<file path="src/rtl/me_pkg.sv">
// Shared types and width helpers for the block-matching motion estimator.
// Imported by the SAD row unit and the search engine top.
package me_pkg;

  localparam int PIX_W_DEF = 8;
  localparam int BLK_DEF   = 16;
  localparam int RANGE_DEF = 16;

  function automatic int sad_w(input int pix_w, input int blk);
    return pix_w + $clog2(blk * blk);
  endfunction

  function automatic int mv_w(input int rng);
    return $clog2(rng + 1) + 1;
  endfunction

  typedef enum logic [1:0] {
    IDLE,
    SEARCH,
    FLUSH,
    DONE
  } state_t;

  typedef logic signed [mv_w(RANGE_DEF)-1:0] mv_t;

endpackage

</file>
<file path="src/rtl/me_search_engine_sad_row_unit.sv">
// One block row of absolute differences reduced by a balanced adder tree.
// Purely combinational; level 0 holds the per-pixel differences.
module sad_row_unit
  import me_pkg::*;
#(
  parameter int PIX_W = PIX_W_DEF,
  parameter int BLK   = BLK_DEF,
  parameter int OUT_W = PIX_W + $clog2(BLK)
) (
  input  logic [BLK*PIX_W-1:0] cur,
  input  logic [BLK*PIX_W-1:0] win,
  output logic [OUT_W-1:0]     sad
);

  localparam int LV = $clog2(BLK);

  function automatic logic [PIX_W-1:0] absd(
    input logic [PIX_W-1:0] a,
    input logic [PIX_W-1:0] b
  );
    return (a > b) ? (a - b) : (b - a);
  endfunction

  for (genvar l = 0; l <= LV; l++) begin : g_lvl
    logic [OUT_W-1:0] s [BLK>>l];
    for (genvar k = 0; k < (BLK >> l); k++) begin : g_node
      if (l == 0) begin : g_leaf
        assign s[k] = OUT_W'(absd(cur[k*PIX_W +: PIX_W],
                                  win[k*PIX_W +: PIX_W]));
      end else begin : g_add
        assign s[k] = g_lvl[l-1].s[2*k] + g_lvl[l-1].s[2*k+1];
      end
    end
  end

  assign sad = g_lvl[LV].s[0];

endmodule

</file>
<file path="src/rtl/me_search_engine.sv">
// Full-search block-matching motion estimator with optional early abort.
// Streams window rows through a 1-cycle synchronous read port.
module me_search_engine
  import me_pkg::*;
#(
  parameter int PIX_W = PIX_W_DEF,
  parameter int BLK   = BLK_DEF,
  parameter int RANGE = RANGE_DEF,
  parameter int SAD_W = sad_w(PIX_W, BLK),
  parameter int MV_W  = mv_w(RANGE)
) (
  input  logic                              clk,
  input  logic                              reset,
  input  logic                              cur_valid,
  output logic                              cur_ready,
  input  logic [BLK*PIX_W-1:0]              cur_row,
  input  logic                              start,
  input  logic                              early_term_en,
  output logic                              win_rd_en,
  output logic [$clog2(BLK+2*RANGE)-1:0]    win_rd_row,
  output logic [$clog2(BLK+2*RANGE)-1:0]    win_rd_col,
  input  logic [BLK*PIX_W-1:0]              win_rd_data,
  output logic                              busy,
  output logic                              done,
  output logic signed [MV_W-1:0]            mv_x,
  output logic signed [MV_W-1:0]            mv_y,
  output logic [SAD_W-1:0]                  best_sad
);

  localparam int NP    = 2 * RANGE + 1;
  localparam int AW    = $clog2(BLK + 2 * RANGE);
  localparam int CW    = $clog2(NP);
  localparam int RW    = $clog2(BLK);
  localparam int ROW_W = PIX_W + $clog2(BLK);

  state_t state, state_nx;

  logic [RW-1:0]        wr_ptr;
  logic [BLK*PIX_W-1:0] cur_mem [BLK];

  logic [CW-1:0] rd_dx, rd_dy;
  logic [RW-1:0] rd_r;
  logic          et;

  logic          p_valid;
  logic [CW-1:0] p_dx, p_dy;
  logic [RW-1:0] p_r;

  logic [SAD_W-1:0] acc, best;
  logic [CW-1:0]    best_dx, best_dy;

  logic [ROW_W-1:0] row_sad;
  logic [SAD_W-1:0] total, best_nx;
  logic [CW-1:0]    bdx_nx, bdy_nx;
  logic p_last_row, p_last_cand;
  logic complete, abort, improve;
  logic rd_last_row, rd_last_dx, rd_last;

  sad_row_unit #(
    .PIX_W (PIX_W),
    .BLK   (BLK),
    .OUT_W (ROW_W)
  ) u_sad (
    .cur (cur_mem[p_r]),
    .win (win_rd_data),
    .sad (row_sad)
  );

  assign busy       = (state != IDLE);
  assign cur_ready  = !busy;
  assign done       = (state == DONE);
  assign win_rd_en  = (state == SEARCH);
  assign win_rd_row = AW'(rd_dy) + AW'(rd_r);
  assign win_rd_col = AW'(rd_dx);

  // Datapath decisions for the beat returning this cycle
  always_comb begin
    p_last_row  = (p_r == RW'(BLK - 1));
    p_last_cand = (p_dx == CW'(NP - 1)) && (p_dy == CW'(NP - 1));
    total       = (p_r == '0 ? '0 : acc) + SAD_W'(row_sad);
    complete    = p_valid && p_last_row;
    abort       = p_valid && et && !p_last_row && (total >= best);
    improve     = complete && (total < best);
    best_nx     = improve ? total : best;
    bdx_nx      = improve ? p_dx : best_dx;
    bdy_nx      = improve ? p_dy : best_dy;
    rd_last_row = (rd_r == RW'(BLK - 1));
    rd_last_dx  = (rd_dx == CW'(NP - 1));
    rd_last     = rd_last_row && rd_last_dx && (rd_dy == CW'(NP - 1));
  end

  // Next-state logic
  always_comb begin
    state_nx = state;
    unique case (state)
      IDLE:   if (start) state_nx = SEARCH;
      SEARCH: begin
        if (abort && p_last_cand) state_nx = DONE;
        else if (rd_last)         state_nx = FLUSH;
      end
      FLUSH:  if (complete) state_nx = DONE;
      DONE:   state_nx = IDLE;
      default: state_nx = IDLE;
    endcase
  end

  // State register
  always_ff @(posedge clk) begin
    if (reset) state <= IDLE;
    else       state <= state_nx;
  end

  // Current-block row store, written in order while idle
  always_ff @(posedge clk) begin
    if (reset) begin
      wr_ptr <= '0;
      for (int i = 0; i < BLK; i++) cur_mem[i] <= '0;
    end else if (cur_valid && cur_ready) begin
      cur_mem[wr_ptr] <= cur_row;
      wr_ptr          <= wr_ptr + RW'(1);
    end
  end

  // Read address generator; an abort skips to the next candidate
  always_ff @(posedge clk) begin
    if (reset) begin
      rd_dx <= '0;
      rd_dy <= '0;
      rd_r  <= '0;
      et    <= 1'b0;
    end else if (state == IDLE) begin
      if (start) begin
        rd_dx <= '0;
        rd_dy <= '0;
        rd_r  <= '0;
        et    <= early_term_en;
      end
    end else if (state == SEARCH) begin
      if (abort || rd_last_row) begin
        rd_r <= '0;
        if (rd_last_dx) begin
          rd_dx <= '0;
          rd_dy <= rd_dy + CW'(1);
        end else begin
          rd_dx <= rd_dx + CW'(1);
        end
      end else begin
        rd_r <= rd_r + RW'(1);
      end
    end
  end

  // Valid/tag pipe matching each read to its returning beat
  always_ff @(posedge clk) begin
    if (reset) begin
      p_valid <= 1'b0;
      p_dx    <= '0;
      p_dy    <= '0;
      p_r     <= '0;
    end else begin
      p_valid <= (state == SEARCH) && !abort;
      p_dx    <= rd_dx;
      p_dy    <= rd_dy;
      p_r     <= rd_r;
    end
  end

  // Partial SAD accumulation and running best candidate
  always_ff @(posedge clk) begin
    if (reset) begin
      acc     <= '0;
      best    <= '0;
      best_dx <= '0;
      best_dy <= '0;
    end else if (state == IDLE && start) begin
      best <= '1;
    end else if (p_valid) begin
      acc     <= total;
      best    <= best_nx;
      best_dx <= bdx_nx;
      best_dy <= bdy_nx;
    end
  end

  // Result registers, captured on entry to DONE
  always_ff @(posedge clk) begin
    if (reset) begin
      mv_x     <= '0;
      mv_y     <= '0;
      best_sad <= '0;
    end else if (state != DONE && state_nx == DONE) begin
      mv_x     <= MV_W'(bdx_nx) - MV_W'(RANGE);
      mv_y     <= MV_W'(bdy_nx) - MV_W'(RANGE);
      best_sad <= best_nx;
    end
  end

endmodule

</file>
<file path="config.mk">
export PLATFORM = sky130hd
export DESIGN_NAME = me_search_engine
export DESIGN_NICKNAME = d
export VERILOG_FILES = /design/src/rtl/me_pkg.sv /design/src/rtl/me_search_engine_sad_row_unit.sv /design/src/rtl/me_search_engine.sv
export SDC_FILE = /design/constraint.sdc
export NUM_CORES = 2
export LEC_CHECK = 0
export ABC_CLOCK_PERIOD_IN_PS = 33700
export CAP_MARGIN = 20
export CORE_AREA = 2 2 529 531
export DETAILED_ROUTE_END_ITERATION = 8
export DIE_AREA = 0 0 531 533
export SLEW_MARGIN = 10
export SYNTH_ARGS = -nofsm -noshare
export SYNTH_HDL_FRONTEND = slang
export SYNTH_SLANG_ARGS = --single-unit
</file>
<file path="constraint.sdc">
create_clock -name clk -period 33.7 [get_ports clk]
set_input_delay 6.74 -clock clk [delete_from_list [all_inputs] [get_ports clk]]
set_output_delay 6.74 -clock clk [all_outputs]
set_load 0.005 [all_outputs]
</file>
==> run_results.csv <==
group,metric,value,unit
route,avgRoutedWirePerCell,28.55,µm
timing,max-slew-margin-rel,0.2240,
timing,tightestPinTransition,1.164,ns
logic_synthesis,synth_compound_area_frac,0.03162,
logic_synthesis,synth.top_cell.area_share,0.5570,
logic_synthesis,synth_xor_area_frac,0.01412,
grt,grt_start_max_net_pins,130,
critical_path,worst_r2r_dst,"mv_y[4]$_SDFFE_PP0P_",
critical_path,timing.critical_path.to_type,"flop",
cts,cts_tree,"yes",
min_path,worst_hold_path_type,"flop to flop",
route,routed_wirelength,335400,µm
critical_path,critical_path.startpoint,"win_rd_data[57]",
layout,fill_cell_instance_count_of_the_final_layout,24390,
cts,clk-insertion-delay-late,0.92,ns
cts,path_clk_slew,0.05,ns
critical_path,required,34.39,ns
layout,commonest_non_fill_non_tap_cell_in_the_layout,"and2_1",
timing,setup_viol_count_final,0,
route,drtPass1Iterations,6,
layout,most-common-layout-cells,"and2_1, edfxtp_1, mux4_2",
layout,area_growth_syn_to_layout,12.86,%
cts,ctsRootBufferMaster,"clkbuf_16",
critical_path,worst_path_max_delay_cell,"a21oi_1",
grt,first_global_vias,65460,
route,routed_via_density,5.544,
logic_synthesis,synth_seq_area_share,0.5773,
cts,cts_resized,0,
logic_synthesis,main_combinational_cell_family_by_area_after_synthesis,"multiplexers",
layout,fin_cells,11750,
min_path,holdCritStartpoint,"acc[7]$_SDFFE_PP0P_",
floorplan,floorplan.rows,194,
critical_path,critical_path.reg2reg.startpoint,"p_r[0]$_SDFF_PP0_",
cts,clock_tree.htree_level_count,4,
timing,period_share,0.5415,
timing,final.min_clock_period,18.25,ns
logic_synthesis,mappedNetlistNets,8421,
critical_path,r2r_setup_slack,17.05,ns
floorplan,coreArea,277900,µm²
critical_path,r2r_cells,54,
timing,number_of_hold_violations_in_the_final_report,0,
layout,finish.net_count,8522,
logic_synthesis,synth_edf_count,2048,
logic_synthesis,syn_avg_cell_area,14.33,µm²
critical_path,slowest_delay,0.67,ns
layout,drive_gt1_frac,0.1451,
cts,numClockSinks,2160,
floorplan,fp.dieArea,283000,µm²
logic_synthesis,post_synth_and_or_nand_nor_area_fraction,0.1392,
cts,cts_inserted_buffers,236,
layout,post-route-cell-area,124600,µm²
grt,grt_usage,0.2353,
logic_synthesis,synth_top_cells_by_area,"edfxtp_1, mux4_2, and2_1",
layout,seqCellArea,63760,µm²
grt,grt_overflow,0,
route,antenna_left,0,
grt,grt_pass1_wl,475500,µm
cts,cts_setup_buffers,0,
layout,multi_input_comb_area,43010,µm²
cts,ctsHoldBuffers,0,
logic_synthesis,yosysTopAreaCell,"edfxtp_1",
logic_synthesis,ys_types,79,
logic_synthesis,synth_async_sr_flop_share,0,
logic_synthesis,synthesis.instances,7706,
critical_path,worstPathMaxFanout,51,
logic_synthesis,synth-main-ff-cell,"edfxtp_1",
flow_run,drv.max_cap_violation_count,0,
critical_path,worst_ep_arrival_time,18.94,ns
critical_path,worstSetupEndpoint,"mv_y[4]$_SDFFE_PP0P_",
route,first_iter_violations,7889,
route,drc_errors,0,
critical_path,critical_path.startpoint_type,"primary input",
route,routed-via-count,65130,
floorplan,initial_utilization,0.3972,
placement,placedCellCount,11290,
cts,clk_path_buf_depth,4,
timing,maximum_achievable_frequency,0.05480,GHz
timing,grt_setup_unrepaired,"false",
critical_path,cell_type_with_the_highest_occurrence_count_on_the_critical_path,"inv_1",
floorplan,io_pins,305,
floorplan,dieHeight,533,µm
floorplan,chipWidth,531,µm
timing,timing_max_transition_violations_final,0,
logic_synthesis,synth-warning-count,0,
placement,placed_cell_area,117200,µm²
logic_synthesis,synth.ff_latch_count,2160,
timing,setup-tns-final,0,ns
placement,io_buffers,304,
placement,post-dp-hpwl,187800,µm
placement,globalplace.congestion,0.8645,
logic_synthesis,synth.cell_area,110400,µm²
logic_synthesis,synth-adder-area-share,0.05791,
critical_path,crit_type,"primary input to flop",
grt,grt_antenna_before_repair,100,
status,run_status,"finished clean",
logic_synthesis,yosys-mux-area-fraction,0.1451,
timing,final.setup_skew,0.1131,ns
## cell families (layout without fill, tap and decap cells)
| kind of cell | after synthesis | count (layout) |
|---|---|---|
| compound gates | 540 | 540 |
| simple gates | 2569 | 2569 |
| fa+ha+maj | 454 | 454 |
| xor+xnor | 178 | 178 |
| other cells | 0 | 31 |
| mux | 794 | 794 |
| flops | 2160 | 2160 |
| buf+inv | 1011 | 1298 |
## layer usage
metal  GRT usage  up-vias  wire, µm  share of wire
li1            -    28060         -              -
met1      0.3187    33470    134400           0.40
met2      0.3650     2888    155300           0.46
met3     0.06478      623     33940           0.10
met4     0.07872       88     11190          0.033
met5           0        -       529         0.0016
## through the flow
step                hold slack (ns)  setup WS (ns)    util
floorplan                    0.4317          17.52       -
global placement             0.4378          15.00  0.4218
detailed placement           0.4426          14.82  0.4218
CTS                          0.4514          15.66  0.4481
global route                 0.4673          14.88  0.4482
finish                       0.4527          15.45  0.4483
## worst max-delay path: cells and delay by family
kind | cells | cell delay (ns)
AND/OR/NAND/NOR | 7 | 1.13
buffers and inverters | 9 | 1.80
adder cells (fa/ha/maj) | 9 | 3.85
multiplexers | 2 | 0.53
AO/OA/AOI/OAI | 16 | 4.06
XOR/XNOR | 4 | 0.77
## cells in the mapped netlist (all sizes together), types with 51 or more instances
cell,instances
mux2i,107
dfxtp,112
nand2,119
a21o,52
clkbuf,456
buf,95
xor2,51
xnor2,127
mux4,640
fa,95
o21ai,76
nor2,158
a21oi,207
and2,2072
edfxtp,2048
inv,459
ha,359
## final cells by class
class	count	share of cell area
Antenna cell	31	0.0006226
Clock inverter	127	0.008364
Tap cell	3724	0.03739
Timing Repair Buffer	414	0.03273
Sequential cell	2160	0.5117
Multi-Input combinational cell	4535	0.3451
Inverter	460	0.01386
Clock buffer	297	0.05024
## state kept, by name, indices dropped and copies added (netlist names), 4 cells and up
signal / count
p_dx: 6
wr_ptr: 4
mv_x: 6
p_r: 4
best_dy: 6
best_dx: 6
rd_r: 4
win_rd_col: 6
acc: 16
best: 16
mv_y: 6
rd_dy: 6
cur_mem: 2048
best_sad: 16
p_dy: 6
## how the worst min path moves through the flow
| stage | end | slack, ns | cells after the start |
|---|---|---|---|
| global route | acc[7]$_SDFFE_PP0P_ | 0.47 | 2 |
| global placement | acc[3]$_SDFFE_PP0P_ | 0.44 | 2 |
| finish | acc[7]$_SDFFE_PP0P_ | 0.45 | 2 |
| CTS | acc[4]$_SDFFE_PP0P_ | 0.45 | 2 |
| floorplan | acc[0]$_SDFFE_PP0P_ | 0.43 | 2 |
| detailed placement | acc[4]$_SDFFE_PP0P_ | 0.44 | 2 |
Power is left out: the tool's default activity adds up to more than one toggle a clock period on the data nets, which glitch-free logic cannot reach.
